[config.mk]
export PLATFORM = sky130hd
export DESIGN_NAME = hex_scan_display
export DESIGN_NICKNAME = d
export VERILOG_FILES = /design/src/rtl/hex_scan_display.sv
export SDC_FILE = /design/constraint.sdc
export NUM_CORES = 1
export LEC_CHECK = 0
export CORE_MARGIN = 2
export CORE_UTILIZATION = 54
export CTS_CLUSTER_SIZE = 24
export DETAILED_ROUTE_END_ITERATION = 6
export HOLD_SLACK_MARGIN = 0.1
export PLACE_DENSITY = 0.79
export SLEW_MARGIN = 0
export SYNTH_ARGS = -nofsm -noshare
export SYNTH_HDL_FRONTEND = slang
export SYNTH_SLANG_ARGS = --single-unit
[constraint.sdc]
create_clock -name clk -period 3.1 [get_ports clk]
set_clock_uncertainty 0.2 [all_clocks]
set_input_delay 0.31 -clock clk [delete_from_list [all_inputs] [get_ports clk]]
set_output_delay 0.31 -clock clk [all_outputs]
set_load 0.01 [all_outputs]
[src/rtl/hex_scan_display.sv]
// Time-multiplexed hex driver for a shared active-low seven-segment bus.
// Scans captured nibbles round-robin with leading-zero blanking and blink.
module hex_scan_display #(
   parameter int DIGITS       = 4,
   parameter int DIV          = 50000,
   parameter int BLINK_FRAMES = 64
) (
   input  logic                  clk,
   input  logic                  resetn,
   input  logic [4*DIGITS-1:0]   value,
   input  logic                  load,
   input  logic                  lz_en,
   input  logic [DIGITS-1:0]     blink_en,
   output logic [0:6]            display,
   output logic [DIGITS-1:0]     an
);

   localparam int IW = (DIGITS > 1) ? $clog2(DIGITS) : 1;
   localparam int PW = (DIV > 1) ? $clog2(DIV) : 1;
   localparam int FW = (BLINK_FRAMES > 1) ? $clog2(BLINK_FRAMES) : 1;

   logic [4*DIGITS-1:0] shadow;
   logic [PW-1:0]       presc;
   logic [IW-1:0]       idx;
   logic [FW-1:0]       fcnt;
   logic                phase;

   logic                tick;
   logic                last;
   logic                wrap;
   logic [3:0]          nib;
   logic [6:0]          seg;
   logic                blank;
   logic [DIGITS-1:0]   zero_above;

   function automatic logic [6:0] decode(input logic [3:0] n);
      logic [6:0] s;
      unique case (n)
         4'h0: s = 7'b0000001;
         4'h1: s = 7'b1001111;
         4'h2: s = 7'b0010010;
         4'h3: s = 7'b0000110;
         4'h4: s = 7'b1001100;
         4'h5: s = 7'b0100100;
         4'h6: s = 7'b0100000;
         4'h7: s = 7'b0001111;
         4'h8: s = 7'b0000000;
         4'h9: s = 7'b0001100;
         4'ha: s = 7'b0001000;
         4'hb: s = 7'b1100000;
         4'hc: s = 7'b0110001;
         4'hd: s = 7'b1000010;
         4'he: s = 7'b0110000;
         default: s = 7'b0111000;
      endcase
      return s;
   endfunction

   // zero_above[i]: nibbles i..DIGITS-1 are all zero
   always_comb begin
      zero_above = '0;
      zero_above[DIGITS-1] = (shadow[4*DIGITS-1 -: 4] == 4'h0);
      for (int i = DIGITS - 2; i >= 0; i--) begin
         zero_above[i] = zero_above[i+1] && (shadow[4*i +: 4] == 4'h0);
      end
   end

   assign tick  = (presc == PW'(DIV - 1));
   assign last  = (idx == IW'(DIGITS - 1));
   assign wrap  = tick && last;
   assign nib   = shadow[4*int'(idx) +: 4];
   assign seg   = decode(nib);
   assign blank = (lz_en && (idx != '0) && zero_above[idx])
               || (blink_en[idx] && phase);

   always_ff @(posedge clk or negedge resetn) begin
      if (!resetn) begin
         shadow  <= '0;
         presc   <= '0;
         idx     <= '0;
         fcnt    <= '0;
         phase   <= 1'b0;
         display <= 7'b1111111;
         an      <= '1;
      end else begin
         if (load) shadow <= value;
         presc <= tick ? '0 : presc + PW'(1);
         if (tick) idx <= last ? '0 : idx + IW'(1);
         if (wrap) begin
            if (fcnt == FW'(BLINK_FRAMES - 1)) begin
               fcnt  <= '0;
               phase <= ~phase;
            end else begin
               fcnt <= fcnt + FW'(1);
            end
         end
         display <= blank ? 7'b1111111 : seg;
         an      <= blank ? '1 : ~(DIGITS'(1) << idx);
      end
   end

endmodule
==> reports/summary.md <==
The tree built by TritonCTS fans out to 52 sinks. The most critical setup path has its startpoint at idx[0]. Summed over all layers, the global routing overflow is 0. sky130_fd_sc_hd__dfrtp_1 is the most common cell in the netlist. The netlist area before placement was 2560 um2. The width of the chip is 72.8 um, and the internal power is 1.03 mW.

After floorplanning, the core was sized to cover 4630 um2. By count the netlist is led by sky130_fd_sc_hd__dfrtp_1, sky130_fd_sc_hd__nand2_1, sky130_fd_sc_hd__mux2_2. Sorting the synthesized cells by area gives the leading types as sky130_fd_sc_hd__dfrtp_1, sky130_fd_sc_hd__dfstp_2, sky130_fd_sc_hd__mux2_2. The area growth from synthesis to layout is 19.2%. Max-cap violations in this run came to 0.

At the worst endpoint, the required time is 3.13 ns. The flow ran to the end, and the final reports show no timing, DRC or antenna violations. Clock-pin slew was measured on the worst setup and hold paths at 0.09 ns.

Counting tap cells, the placed design contains a total of 308 instances. Of the total power, the clock network draws 30.3%. The count of endpoints failing hold in the final timing report came out at 0. In this run, flip-flops and latches consume 56.1% of the power. Average cell area after synthesis: 11.3 um2. The H-tree was split into 2 levels. The number of enable flip-flop cells after synthesis came out at 0.

The run gives 298 as the final net count. The number of vias per cell is 5.55. The synthesized design contains 52 register bits.

The wire-length estimate of the detail-placed layout is 3.43 mm. The fraction of layout instances using a drive strength above 1 works out to 18.7%. The fraction of synthesized cell area taken by the top area cell type works out to 40.1%.

The combined global-route utilization of all metal layers is 19.5%. Summed over all layers, the routed wires come to 4.55 mm. The effective utilization at floorplan was 55.2%. The count of nets left with antenna violations once routing finished came out at 0.

The maximum number of pins on one net before global-route repair was 36. The logs give 0 for the number of synthesis warnings and 1.29 nW for the leakage power. For this run, the detailed router's first-pass iteration total came to 7.

The die covers 5300 um2. The cell at the root of the clock tree was sky130_fd_sc_hd__clkbuf_8. Routability-driven placement finished with a final weighted congestion of 0.812. The relative slew slack is 52.5%. TritonCTS built the clock tree. The nature of the critical path endpoint is a flop. After clock tree synthesis, the setup repair step added 0 buffers. Counting flops with an async set or reset pin after synthesis yields a share of 100%. The number of max-slew violations in the final report is 0. The area occupied by multi-input gates is 1180 um2, and the post-synthesis instance total is 226. The count of buffers added on input and output ports is 34.

The run gives 1715 as the via count of the first global-routing pass. From bottom edge to top edge, the die measures 72.8 um. STA classifies the critical path startpoint as a flop. The repair_antennas step left the layout with diodes totalling 0.

The number of gates resized after CTS was 0. Power spread over the standard cell area amounts to 437 nW/um2. STA puts the critical path data arrival time at 2.34 ns.

Path class of the lowest-slack min-delay path: input port to async pin. For this run, the top clock speed supported by timing is 433 MHz. The number of buffers inserted by hold repair at cts is 1, and the global-route wire length before repair is 7.89 mm. Detailed routing inserted a total of 1754 vias.

For this design the top-level I/O count stands at 35. For the worst voltage drop across the vdd grid, the log shows 0.000311 V. Summed over all failing endpoints, the final setup total negative slack is 0 ns. Setup repair after global routing left no endpoint under its margin. The sequential fraction of the synthesis area was 51.4%.

The filler cell count was 381. The worst register-to-register path begins at idx[0]. After detailed routing, the number of remaining DRC violations is 0. Counting every net in the synthesized netlist gives 262.

Counting along the longest clock path gives a buffer depth of 2. The net switching fraction of the power was 22.9%. The routed length per placed instance was 14.4 um. The initial antenna violation count was 0. Maximum fanout along the worst path: 9. For the finished layout, the period the worst path requires is 2.31 ns. After the first detailed-routing iteration, the DRC count stood at 107.

The number of different library cells in the post-synthesis netlist came out at 37. The tools report the total clock buffers created by CTS as 5. By startpoint and endpoint, the worst setup path is classified as flop to flop. The worst-margin pin slew is 0.710 ns. In the synthesized netlist the dominant register cell turns out to be sky130_fd_sc_hd__dfrtp_1.

Combinational cells account for 13.6% of the total power. After floorplanning, the core was divided into 25 placement rows. The run gives 0.31 ns as the clock latency at the later pin of the worst-skew pair. Summed over all instances, the cell type with the most area after synthesis is sky130_fd_sc_hd__dfrtp_1. In the finished design, the share of the clock period the worst path needs comes to 74.5%. The footprint of the flip-flops and latches is 1320 um2. Setup violations remaining at the end of the flow were counted as 0.

Excluding fillers, the count of instances in the completed layout stands at 316. The run gives 0.306 mW as the net switching power.
[state kept, by name, indices dropped and copies added (netlist names)]
register,flops
presc,16
shadow,16
phase,1
display,7
an,4
idx,2
fcnt,6
[power by group through the flow]
stage                     Combinational (mW)  Sequential, mW  Clock [mW]
after global routing                   0.201           0.752       0.443
after CTS                              0.183           0.748       0.419
after detailed placement               0.182           0.761           0
final                                  0.181           0.748       0.404
after floorplan                       0.0869           0.762           0
after global placement                 0.178           0.759           0
[layout make-up]
class | instances | area share [%]
flip-flops and latches | 52 | 43.1
well taps | 54 | 2.22
inverters | 6 | 0.739
multi-input cells | 159 | 38.7
clock buffers | 7 | 3.16
repair buffers | 38 | 12.1
[through the flow]
| step | hold slack [ns] | power [mW] | setup WS (ns) | utilization (%) | area (um2) |
|---|---|---|---|---|---|
| 4_1_cts | 0.257 | 1.35 | 0.779 | 65.9 | 3050 |
| 5_1_grt | 0.283 | 1.40 | 0.643 | 65.9 | 3050 |
| 3_3_place_gp | 0.0512 | 0.936 | 0.837 | 63.6 | 2940 |
| 3_5_place_dp | 0.0565 | 0.942 | 0.781 | 63.6 | 2940 |
| 2_1_floorplan | -0.186 | 0.849 | 0.936 | - | 2560 |
| 6_report | 0.245 | 1.33 | 0.789 | 65.9 | 3050 |
[placed cells by master (no fill, tap or decap), types with 2 or more instances in the layout]
master                            Yosys  routed
sky130_fd_sc_hd__and3_1               3       3
sky130_fd_sc_hd__clkdlybuf4s50_1      0      33
sky130_fd_sc_hd__mux2_2              18      18
sky130_fd_sc_hd__mux4_2               5       5
sky130_fd_sc_hd__o211ai_1             3       3
sky130_fd_sc_hd__or2_2                2       2
sky130_fd_sc_hd__nor2b_1              2       2
sky130_fd_sc_hd__clkbuf_8             0       7
sky130_fd_sc_hd__xor2_1               7       7
sky130_fd_sc_hd__o21ai_0              9       9
sky130_fd_sc_hd__ha_1                12      12
sky130_fd_sc_hd__nor2_1              15      15
sky130_fd_sc_hd__inv_1                6       6
sky130_fd_sc_hd__buf_4                1       3
sky130_fd_sc_hd__dfstp_2             11      11
sky130_fd_sc_hd__nand2_1             28      28
sky130_fd_sc_hd__xnor2_1              9       9
sky130_fd_sc_hd__nand3b_1             2       2
sky130_fd_sc_hd__nand3_1             14      14
sky130_fd_sc_hd__nor4_1               6       6
sky130_fd_sc_hd__nand2b_1             4       4
sky130_fd_sc_hd__dfrtp_1             41      41
sky130_fd_sc_hd__a21oi_1              4       4
sky130_fd_sc_hd__o21ai_1              3       3
[worst max-delay path, cell delays in order (launching register included)]
cell,delay (ns)
sky130_fd_sc_hd__dfrtp_1,0.59
sky130_fd_sc_hd__mux4_2,0.62
sky130_fd_sc_hd__ha_1,0.28
sky130_fd_sc_hd__mux2_2,0.28
sky130_fd_sc_hd__a22oi_1,0.14
sky130_fd_sc_hd__o211ai_1,0.11
[logic make-up after synthesis]
logic type	share of synthesized area (%)
fa+ha+maj	5.87
buf+inv	2.45
mux	12.3
simple gates	17.0
compound gates	5.48
xor+xnor	5.48
flops	51.4
[path summary, 6_finish.rpt]
| path | slack (ns) | depth (start not counted) | endpoint |
|---|---|---|---|
| worst max-delay path | 0.79 | 5 | display[0] |
| worst min-delay path | 0.25 | 2 | fcnt[1] |
| worst max register to register | 0.79 | 5 | display[0] |
| worst min register to register | 0.29 | 1 | presc[0] |
| max in group asynchronous | 1.68 | 3 | display[5] |
| min in group clk | 0.29 | 1 | presc[0] |
[layer usage]
layer  part of all wire (%)  track usage (%)  up-vias  wire (um)
li1                       -                -      855          -
met1                     46             26.0      843       2100
met2                     47             31.4       50       2150
met3                    5.1             5.11        6        230
met4                    1.4             6.38        0         63
met5                      0                0        -          0
Power figures use the tool's default switching activity.
